$ cat src/rtl/display_update_ctrl.sv
// rtl/display_update_ctrl.sv - frame-synchronised number-set update controller with blink
// Updates are held until vblank entry, then committed to the shadow set that feeds the renderer.
module display_update_ctrl #(
   parameter int          V_ACTIVE     = 480,
   parameter int          BLINK_FRAMES = 30,
   parameter logic [3:0]  BLANK_CODE   = 4'hF
) (
   input  logic        clk_pix,
   input  logic        rst,
   input  logic [9:0]  sy,
   input  logic        upd_valid,
   input  logic [47:0] upd_data,
   input  logic [11:0] upd_blink,
   output logic        upd_ready,
   output logic [47:0] numbers_disp,
   output logic        frame_tick,
   output logic        commit_done
);

   localparam int              CW        = (BLINK_FRAMES > 1) ? $clog2(BLINK_FRAMES) : 1;
   localparam logic [CW-1:0]   CNT_LAST  = CW'(BLINK_FRAMES - 1);
   localparam logic [9:0]      V_FIRST   = 10'(V_ACTIVE);
   localparam logic [47:0]     ALL_BLANK = {12{BLANK_CODE}};

   typedef enum logic {IDLE, PENDING} state_t;

   state_t        state;
   logic          vblank, vblank_d, vblank_entry;
   logic          accept, do_commit, cnt_wrap;
   logic [47:0]   pend_data, shadow_data, next_data, masked;
   logic [11:0]   pend_mask, shadow_mask, next_mask;
   logic [CW-1:0] frame_cnt;
   logic          blink_phase, next_phase;

   assign vblank       = (sy >= V_FIRST);
   assign vblank_entry = vblank & ~vblank_d;
   assign accept       = upd_valid & upd_ready;
   assign do_commit    = (state == PENDING) & vblank_entry;
   assign cnt_wrap     = vblank_entry & (frame_cnt == CNT_LAST);
   assign next_phase   = blink_phase ^ cnt_wrap;
   assign next_data    = do_commit ? pend_data : shadow_data;
   assign next_mask    = do_commit ? pend_mask : shadow_mask;

   // Blink is applied to the post-commit values so the display lands with commit_done.
   always_comb begin
      masked = next_data;
      for (int k = 0; k < 12; k++) begin
         if (next_mask[k] & next_phase) begin
            masked[4*k +: 4] = BLANK_CODE;
         end
      end
   end

   always_ff @(posedge clk_pix) begin
      if (rst) begin
         state        <= IDLE;
         upd_ready    <= 1'b1;
         vblank_d     <= 1'b0;
         frame_tick   <= 1'b0;
         commit_done  <= 1'b0;
         pend_data    <= ALL_BLANK;
         pend_mask    <= '0;
         shadow_data  <= ALL_BLANK;
         shadow_mask  <= '0;
         frame_cnt    <= '0;
         blink_phase  <= 1'b0;
         numbers_disp <= ALL_BLANK;
      end else begin
         vblank_d     <= vblank;
         frame_tick   <= vblank_entry;
         commit_done  <= do_commit;
         shadow_data  <= next_data;
         shadow_mask  <= next_mask;
         blink_phase  <= next_phase;
         numbers_disp <= masked;
         if (vblank_entry) begin
            frame_cnt <= cnt_wrap ? '0 : frame_cnt + 1'b1;
         end
         case (state)
            IDLE: begin
               // An accept coinciding with vblank entry skips this frame's edge.
               if (accept) begin
                  pend_data <= upd_data;
                  pend_mask <= upd_blink;
                  upd_ready <= 1'b0;
                  state     <= PENDING;
               end
            end
            PENDING: begin
               if (do_commit) begin
                  upd_ready <= 1'b1;
                  state     <= IDLE;
               end
            end
            default: begin
               state     <= IDLE;
               upd_ready <= 1'b1;
            end
         endcase
      end
   end

endmodule

$ cat config.mk
export PLATFORM = sky130hd
export DESIGN_NAME = display_update_ctrl
export DESIGN_NICKNAME = d
export VERILOG_FILES = /design/src/rtl/display_update_ctrl.sv
export SDC_FILE = /design/constraint.sdc
export NUM_CORES = 1
export LEC_CHECK = 0
export ABC_AREA = 1
export CAP_MARGIN = 20
export CELL_PAD_IN_SITES_DETAIL_PLACEMENT = 0
export CELL_PAD_IN_SITES_GLOBAL_PLACEMENT = 2
export CORE_MARGIN = 1.5
export CORE_UTILIZATION = 28
export DETAILED_ROUTE_END_ITERATION = 16
export PLACE_DENSITY = 0.84
export SLEW_MARGIN = 25
export SYNTH_ARGS = -nofsm -noshare
export SYNTH_HDL_FRONTEND = slang
export SYNTH_SLANG_ARGS = --single-unit
export TNS_END_PERCENT = 20
$ cat constraint.sdc
create_clock -name clk_pix -period 1.4 [get_ports clk_pix]
set_clock_uncertainty 0.05 [all_clocks]
set_input_delay 0.28 -clock clk_pix [delete_from_list [all_inputs] [get_ports clk_pix]]
set_output_delay 0.28 -clock clk_pix [all_outputs]
set_load 0.05 [all_outputs]
# Word-level counts from Yosys, hierarchy flattened
# Cells that the tools add are included.
[word_totals]
register_bits = 179
latch_bits = 0
ramBits = 0
mem_bits_ro = 0
in_bits = 73
out_inout_bits = 51
memories = 0
[classes]
n_addsub = 1
mul = 0
div = 0
order_cmp = 1
eq_ne = 3
shift = 0
mux = 9
bitwise_logic = 19
reduce_logical = 14
[op_table]
columns = ["op", "count"]
rows = [
  ["48-bit two-way mux", 1],
  ["2-bit OR reduction", 12],
  ["1-bit bitwise AND", 16],
  ["12-bit two-way mux", 1],
  ["10-bit by 9-bit greater-or-equal comparator with 1-bit output, second input constant", 1],
  ["5-bit by 1-bit adder with 5-bit output, second input constant", 1],
  ["5-bit == test, second input constant", 1],
  ["5-bit two-way mux", 1],
  ["1-bit two-way mux", 4],
  ["1-bit case mux with 2 select lines", 2],
  ["2-bit AND reduction", 2],
  ["2-bit by 1-bit != test with 1-bit output, second input constant", 1],
  ["2-bit != test, second input constant", 1],
  ["1-bit inverter", 2],
  ["1-bit bitwise XOR", 1],
]

# Logic depth before layout (Yosys ltp)
# Gate-level depths: netlist of the first run.
[logic_depth]
depth_word = 6
mapped_depth = 10

# Worst setup path before layout of the first run
# No wires, ideal clock.
[synth_path]
path_type = "flip-flop to flip-flop"
startpoint = "reg upd_ready"
endpoint = "reg pend_data[1]"
setup_time_ns = 0.138
t_arrival_ns = 1.427
slack_ns = -0.215
path_stages_with_launch = 6
n_path_buf = 2
path_cell_list = "dfxtp_1 nand2_1 nor2_4 buf_2 buf_2 o211ai_1"
[synth_via]
elab_chain_len = 2
[synth_rtl]
columns = ["item", "line_no", "rtl"]
rows = [
  ["from (decl)", "14", "output logic upd_ready,"],
  ["from (signal assigned)", "57", "upd_ready <= 1'b1;"],
  ["from (signal assigned)", "85", "upd_ready <= 1'b0;"],
  ["from (signal assigned)", "91", "upd_ready <= 1'b1;"],
  ["1-bit bitwise AND", "37", "assign accept = upd_valid & upd_ready;"],
  ["2-bit AND reduction (no source line)", "-", ""],
  ["to (signal assigned)", "83", "pend_data <= upd_data;"],
  ["to (decl)", "30", "logic [47:0] pend_data, shadow_data, next_data, masked;"],
]
# No other way between the ends.
# A chain may end at the register's enable or synchronous reset.

# Worst setup path after layout of the first run
[layout_path]
startpoint = "reg frame_cnt[1]"
endpoint = "reg numbers_disp[29]"
[layout_via]
elab_chain_len = 5
[layout_rtl]
columns = ["item", "line_no", "rtl"]
rows = [
  ["from (decl)", "32", "logic [CW-1:0] frame_cnt;"],
  ["from (signal assigned)", "77", "frame_cnt <= cnt_wrap ? '0 : frame_cnt + 1'b1;"],
  ["5-bit == test", "39", "assign cnt_wrap = vblank_entry & (frame_cnt == CNT_LAST);"],
  ["1-bit bitwise AND", "39", ""],
  ["1-bit bitwise XOR", "40", "assign next_phase = blink_phase ^ cnt_wrap;"],
  ["1-bit bitwise AND", "48", "if (next_mask[k] & next_phase) begin"],
  ["2-bit OR reduction (no source line)", "-", ""],
  ["to (signal assigned)", "75", "numbers_disp <= masked;"],
  ["to (decl)", "15", "output logic [47:0] numbers_disp,"],
]
# No other way between the ends.

==> run_results.csv, run 1 <==
group,metric,value,unit
run_status,result_of_the_run,"finished, violations left",
run_status,violations,"negative setup slack",
clock_network,cts_inserted_buffers,17,
placed_design,dp_slack,-572,ps
detailed_routing,firstDrtPassIters,4,
synth,syn-num-nets,841,
critical_path,timing.critical_path.required,1720,ps
synth,ys_ff_latch,179,
synth,yosysWarningCount,0,
floorplanning,core_box_area,22800,um2
critical_path,rr_startpoint,"frame_cnt[1]$_SDFFE_PP0N_",
synth,syn_avg_cell_area,8.59,um2
global_route,antenna_found_initial,1,
power_and_ir_drop,p_switching,3.06,mW
floorplanning,rows,55,
floorplanning,num_io_pins,124,
sta,timing.final.hold_violations,0,
clock_network,cts_hold_buf,0,
power_and_ir_drop,power.share.combinational,12.9,%
clock_network,clock_sink_count,179,
clock_network,clock_slew_at_reported_path_ffs,70,ps
global_route,grt_overflow,0,
sta,grt_setup_unrepaired,"yes",
final_layout,n_antenna_cell,0,
final_layout,finalNonFillerCells,1250,
power_and_ir_drop,internal_power,8.56,mW
clock_network,clk_root_buffer_cell,"clkbuf_16",
sta,timing.final.setup_violations,43,
sta,finalCriticalPeriod,1460,ps
detailed_routing,drcViolationCount,0,
critical_path,critPathKind,"reg -> reg",
detailed_routing,wire_per_inst,13.7,um
sta,drv_slew,0,
clock_network,htree_levels,4,
placed_design,gp_routability_congestion,0.739,
synth,netlist.area_leader.share,54.4,%
sta,final_worst_path_cycle_share,104,%
critical_path,crit-reg2reg-capture,"numbers_disp[29]$_SDFF_PP1_",
detailed_routing,drt-total-wl,17200,um
clock_network,insertion_delay,430,ps
power_and_ir_drop,leakagePower,4.39,nW
power_and_ir_drop,share_seq_of_total_power,47.1,%
critical_path,worstPathMaxFanout,8,
synth,synth-edff-count,0,
global_route,global_route_wire_length_before_repair,27900,um
critical_path,reg2reg_setup_slack,-60,ps
final_layout,multi_input_comb_area,2460,um2
final_layout,final_instance_area,9900,um2
sta,maxSlewHeadroom,70.1,%
placed_design,port-buffer-count,118,
critical_path,crit_path_start_kind,"register",
placed_design,place.detailed.hpwl,11700,um
clock_network,cts_max_path_buffers,2,
sta,worstMarginPinSlew,448,ps
critical_path,critical_path.endpoint_type,"register",
synth,synthArstFlopShare,0,%
detailed_routing,route.detailed.vias_per_inst,4.35,
detailed_routing,antenna_left,0,
synth,seq_total_area_yosys,54.4,%
global_route,maximum_number_of_pins_on_one_net_before_global_route_repair,47,
min_path,min_from,"sy[9]",
floorplanning,die_width,156,um
clock_network,cts_tree,"done",
critical_path,worstPathArrival,1780,ps
final_layout,ff_latch_area,3590,um2
synth,mappedNetlistArea,6580,um2
placed_design,dp.cells,1206,
synth,synthMostInstantiatedCell,"nand2_1",
detailed_routing,route.vias.total,5443,
synth,ys_top_cells_by_count,"183 x nand2_1, 179 x dfxtp_1, 101 x inv_1",
final_layout,layout.filler_cells,2254,
synth,synth.lib_cells_used.distinct,29,
floorplanning,floorplan.die_area,24400,um2
sta,max_clock_freq,686,MHz
final_layout,final_layout_size_suffix_gt1_share,21.8,%
synth,postSynthCellCount,766,
power_and_ir_drop,vdd.ir_drop.worst,0.726,mV
synth,dominantRegCellSynth,"dfxtp_1",
sta,setup_ws,-57.9,ps
floorplanning,initial_utilization,28.8,%
final_layout,design.final.nets,999,
detailed_routing,initialDrtViolationCount,239,
floorplanning,die-height,156,um
synth,dominant_cells_by_area_after_synthesis,"dfxtp_1 54%, nand2_1 10%, nand4_1 5.8%",
critical_path,reg2regPathDepth,9,
power_and_ir_drop,power_density,1170,nW/um2
placed_design,placed_cell_area,9040,um2
min_path,min_path_type,"in -> reg",
min_path,hold_path_depth,4,
min_path,hold-path-endpoint,"vblank_d$_SDFF_PP0_",
power_and_ir_drop,swShare,26.3,%
power_and_ir_drop,clock_power_share,40.0,%
job,maxCapViolations,0,
final_layout,area_growth,50.4,%
final_layout,final_core_utilization,43.3,%
global_route,first_global_vias,5410,
synth,synthDominantAreaCellType,"dfxtp_1",
global_route,grt_util_all_layers,14.7,%
==> final cells by class <==
| cell class | count | share of cell area (%) |
|---|---|---|
| inverter | 103 | 3.96 |
| multi-input combinational | 432 | 24.8 |
| tap | 313 | 3.96 |
| clock inverter | 15 | 1.49 |
| clock buffer | 17 | 4.30 |
| timing repair buffer | 191 | 25.2 |
| sequential | 179 | 36.3 |
==> metrics by stage <==
step	total power [mW]	hold slack, ps	TNS, ps
finish	11.6	297	-1250
global route	12.1	299	-5290
CTS	11.8	288	-1420
detailed placement	7.03	410	-69590
global placement	7.02	405	-67040
floorplan	6.29	299	0
==> worst max-delay path: stages (launching register included) <==
cell and delay (ps):
dfxtp_2 330, inv_2 70, ha_4 120, nand2_2 60, nor2_4 130, nand4_2 160, nand2_4 140, buf_12 190
nand2_4 70, nand2_1 70
==> power by group through the flow <==
stage / logic [mW] / clock network (mW) / registers (mW)
detailed placement: 1.45 / 0 / 5.58
floorplan: 0.641 / 0 / 5.65
global route: 1.65 / 4.96 / 5.49
global placement: 1.44 / 0 / 5.58
finish: 1.50 / 4.65 / 5.47
CTS: 1.52 / 4.77 / 5.47
==> how the worst max path moves through the flow <==
stage	from	endpoint	slack, ps	depth (start not counted)
3_5_place_dp	sy[6]	numbers_disp[26]$_SDFF_PP1_	-570	9
6_report	frame_cnt[1]$_SDFFE_PP0N_	numbers_disp[29]$_SDFF_PP1_	-60	9
5_1_grt	frame_cnt[1]$_SDFFE_PP0N_	numbers_disp[10]$_SDFF_PP1_	-140	10
3_3_place_gp	sy[6]	numbers_disp[4]$_SDFF_PP1_	-560	9
2_1_floorplan	frame_cnt[0]$_SDFFE_PP0N_	numbers_disp[0]$_SDFF_PP1_	20	9
4_1_cts	frame_cnt[1]$_SDFFE_PP0N_	numbers_disp[29]$_SDFF_PP1_	-60	9
==> cell families (layout without fill, tap and decap cells) <==
family                   count (synthesis)  count (layout)  synth area share, %
flip-flops                             179             179                 54.4
XOR/XNOR                                 2               2                0.266
AO/OA/AOI/OAI                           82              82                 8.31
adder cells (fa/ha/maj)                  2               2                0.380
AND/OR/NAND/NOR                        346             346                 26.8
buffers and inverters                  155             326                 9.79
==> placed cells by master, fill, tap and decap left out, types with 18 or more instances in the layout <==
| master | count |
|---|---|
| nor2_1 | 30 |
| nand2_2 | 18 |
| clkdlybuf4s50_1 | 62 |
| a21oi_1 | 18 |
| nand4_1 | 61 |
| nand3b_1 | 50 |
| buf_4 | 51 |
| buf_12 | 66 |
| inv_1 | 99 |
| nand2_1 | 166 |
| o211ai_1 | 48 |
| dfxtp_1 | 174 |
==> registers in the layout, summed over array words and instances (netlist names) <==
register,flops
numbers_disp,48
pend_data,48
shadow_data,48
pend_mask,12
shadow_mask,12
frame_cnt,5
blink_phase,1
commit_done,1
frame_tick,1
state,1
upd_ready,1
vblank_d,1
==> layer usage <==
| metal | share of wire, % | wire length [um] | vias up | GRT usage [%] |
|---|---|---|---|---|
| met1 | 46 | 7950 | 2508 | 18.3 |
| met2 | 48 | 8290 | 102 | 25.0 |
| li1 | - | - | 2808 | - |
| met4 | 1.5 | 250 | 2 | 4.72 |
| met3 | 3.7 | 639 | 23 | 3.63 |
| met5 | 0.099 | 17 | - | 0 |
==> repair_timing <==
action,CTS,global route
resized for setup,38,9
buffers inserted,9,1
gates cloned,2,0
pin swaps,28,4
setup endpoints to repair,102,71
(Power assumes the default switching activity.)
==> run 2: changes to the inputs <==
==> constraint.sdc (replaced) <==
create_clock -name clk_pix -period 1.4 [get_ports clk_pix]
set_clock_uncertainty 0.05 [all_clocks]
set_input_delay 0.21 -clock clk_pix [delete_from_list [all_inputs] [get_ports clk_pix]]
set_output_delay 0.21 -clock clk_pix [all_outputs]
set_load 0.05 [all_outputs]
==> run 2 against run 1 <==
Effect of this change:
- the flow still finishes with violations (negative setup slack)
- clock-buffer cell count unchanged
- register-to-register slack about the same
- combinational power barely moved
- design area about the same
- non-clock buffer count down 1
- first-iteration DRC count rose by 9.2%
- wire length up 0.60%
- global-route usage is 0.23 points lower
- sequential share of layout area hardly changed
- setup slack improved by 13 ps
- die area unchanged
- critical path depth grew 1
- critical path type unchanged
- critical endpoint is now numbers_disp[7]$_SDFF_PP1_
==> run_results.csv, run 2 (synthesis results as in run 1) <==
group,metric,value,unit
run_status,result_of_the_run,"finished, violations left",
run_status,violations,"negative setup slack",
global_route,global_route_wire_length_before_repair,27600,um
final_layout,area_growth,50.4,%
final_layout,design.final.nets,998,
global_route,antenna_found_initial,1,
global_route,grt_util_all_layers,14.5,%
detailed_routing,route.vias.total,5452,
critical_path,critical_path.endpoint_type,"register",
critical_path,path_cells,"inv_2 -> ha_4 -> nand2_4 -> nor2_4 -> nand3_2 -> nand2_2 -> nand2_4 -> buf_12 -> nand2_4 -> nand2_1",
sta,fin_worst_hold_slack,194,ps
floorplanning,initial_utilization,28.8,%
clock_network,htree_levels,4,
power_and_ir_drop,p_switching,3.07,mW
placed_design,dp_slack,-502,ps
sta,worstMarginPinSlew,447,ps
critical_path,timing.critical_path.required,1680,ps
min_path,min_path_type,"in -> reg",
detailed_routing,wire_per_inst,13.8,um
clock_network,cts_max_path_buffers,2,
final_layout,n_antenna_cell,0,
final_layout,final_common_cell,"dfxtp_1",
critical_path,crit_path_max_incr_delay,330,ps
final_layout,top_regs,"numbers_disp: 48 flops, pend_data: 48 flops, shadow_data: 48 flops",
global_route,grt_overflow,0,
sta,max_clock_freq,692,MHz
clock_network,cts_inserted_buffers,17,
final_layout,final_layout_size_suffix_gt1_share,21.9,%
power_and_ir_drop,power.share.combinational,13.0,%
sta,drv_slew,0,
critical_path,worstPathArrival,1720,ps
floorplanning,die_width,156,um
critical_path,critical-path-top-delay-family,"simple AND/OR/NAND/NOR gates",
critical_path,top_cell_by_count_worst_path,"nand2_4",
floorplanning,core_box_area,22800,um2
power_and_ir_drop,internal_power,8.56,mW
floorplanning,die-height,156,um
clock_network,clock_slew_at_reported_path_ffs,70,ps
detailed_routing,firstDrtPassIters,4,
critical_path,crit_path_start_kind,"register",
power_and_ir_drop,power_density,1170,nW/um2
floorplanning,rows,55,
floorplanning,floorplan.die_area,24400,um2
detailed_routing,route.detailed.vias_per_inst,4.37,
detailed_routing,drcViolationCount,0,
sta,finalCriticalPeriod,1440,ps
sta,maxSlewHeadroom,70.1,%
sta,timing.setup.tns,-978,ps
power_and_ir_drop,swShare,26.4,%
power_and_ir_drop,leakagePower,4.40,nW
critical_path,path_buf_inv,2,
critical_path,worstPathMaxFanout,8,
global_route,first_global_vias,5349,
sta,timing.final.hold_violations,0,
detailed_routing,antenna_left,0,
critical_path,critPathKind,"reg -> reg",
clock_network,clock_sink_count,179,
floorplanning,num_io_pins,124,
global_route,maximum_number_of_pins_on_one_net_before_global_route_repair,47,
detailed_routing,initialDrtViolationCount,261,
clock_network,cts_tree,"done",
power_and_ir_drop,vdd.ir_drop.worst,0.730,mV
placed_design,port-buffer-count,118,
placed_design,gp_routability_congestion,0.739,
detailed_routing,drt-total-wl,17300,um
critical_path,slowest_stage,"dfxtp_2",
clock_network,clk_root_buffer_cell,"clkbuf_16",
clock_network,insertion_delay,430,ps
sta,grt_setup_unrepaired,"yes",
job,maxCapViolations,0,
sta,final_worst_path_cycle_share,103,%
clock_network,cts_hold_buf,0,
final_layout,final_cell_mix,"175 x dfxtp_1, 164 x nand2_1, 99 x inv_1, 65 x buf_12, 63 x clkdlybuf4s50_1",
sta,timing.final.setup_violations,37,
power_and_ir_drop,clock_power_share,40.0,%
placed_design,place.detailed.hpwl,11700,um
sta,setup_ws,-44.9,ps
power_and_ir_drop,share_seq_of_total_power,47.0,%
run 2: changes by cell type in the layout (fill, tap and decap cells not counted), sizes merged:
cell / before / now
buf: 122 / 121
bufbuf: 2 / 0
clkbuf: 17 / 19
clkdlybuf4s50: 62 / 63
dlygate4sd2: 5 / 0
dlymetal6s2s: 0 / 4
run 2: timing repair:
action | in CTS | in global routing
resized for setup | 23 | 27
gates cloned | 0 | 2
pin swaps | 13 | 12
buffers inserted | 5 | 4
endpoints found under the setup margin | 65 | 109
run 2: worst min-delay path, stage by stage:
cell	delay [ps]
dlymetal6s2s_1	100
nand2_2	90
nor2_4	110
nor2_4	50
nor2_1	70
run 2: path summary, 6_finish.rpt:
path	start	end	slack [ps]	cells past startpoint
setup / recovery	frame_cnt[1]$_SDFFE_PP0N_	numbers_disp[7]$_SDFF_PP1_	-40	10
hold / removal	sy[7]	vblank_d$_SDFF_PP0_	190	5
setup reg to reg	frame_cnt[1]$_SDFFE_PP0N_	numbers_disp[7]$_SDFF_PP1_	-40	10
hold reg to reg	shadow_mask[3]$_SDFF_PP0_	shadow_mask[3]$_SDFF_PP0_	420	2
run 2: power groups by stage:
| stage | logic (mW) | clock network (mW) | registers [mW] |
|---|---|---|---|
| 2_1_floorplan | 0.641 | 0 | 5.65 |
| 3_3_place_gp | 1.44 | 0 | 5.58 |
| 3_5_place_dp | 1.45 | 0 | 5.58 |
| 4_1_cts | 1.47 | 4.77 | 5.47 |
| 5_1_grt | 1.66 | 4.96 | 5.49 |
| 6_report | 1.51 | 4.65 | 5.47 |
run 2: layout make-up:
| class | count | area (um2) |
|---|---|---|
| Timing Repair Buffer | 190 | 2470 |
| Clock inverter | 15 | 148 |
| Sequential cell | 179 | 3590 |
| Clock buffer | 17 | 425 |
| Multi-Input combinational cell | 432 | 2480 |
| Fill cell | 2234 | 12900 |
| Inverter | 103 | 389 |
| Tap cell | 313 | 392 |
run 2: per-stage QoR:
stage / util (%) / cells / cell area (um2) / power (mW)
6_report: 43.3 / 1249 / 9900 / 11.6
5_1_grt: 43.3 / 1249 / 9900 / 12.1
4_1_cts: 42.6 / 1243 / 9740 / 11.7
3_5_place_dp: 39.6 / 1206 / 9040 / 7.03
3_3_place_gp: 39.6 / 1206 / 9040 / 7.02
2_1_floorplan: - / 766 / 6590 / 6.29
run 2: metal layers:
metal	vias up	part of all wire, %	global-route usage [%]	wire, um
met1	2518	46	18.1	7980
met5	-	0.099	0	17
li1	2815	-	-	-
met2	101	49	24.6	8410
met3	16	3.8	3.63	662
met4	2	1.1	4.26	185
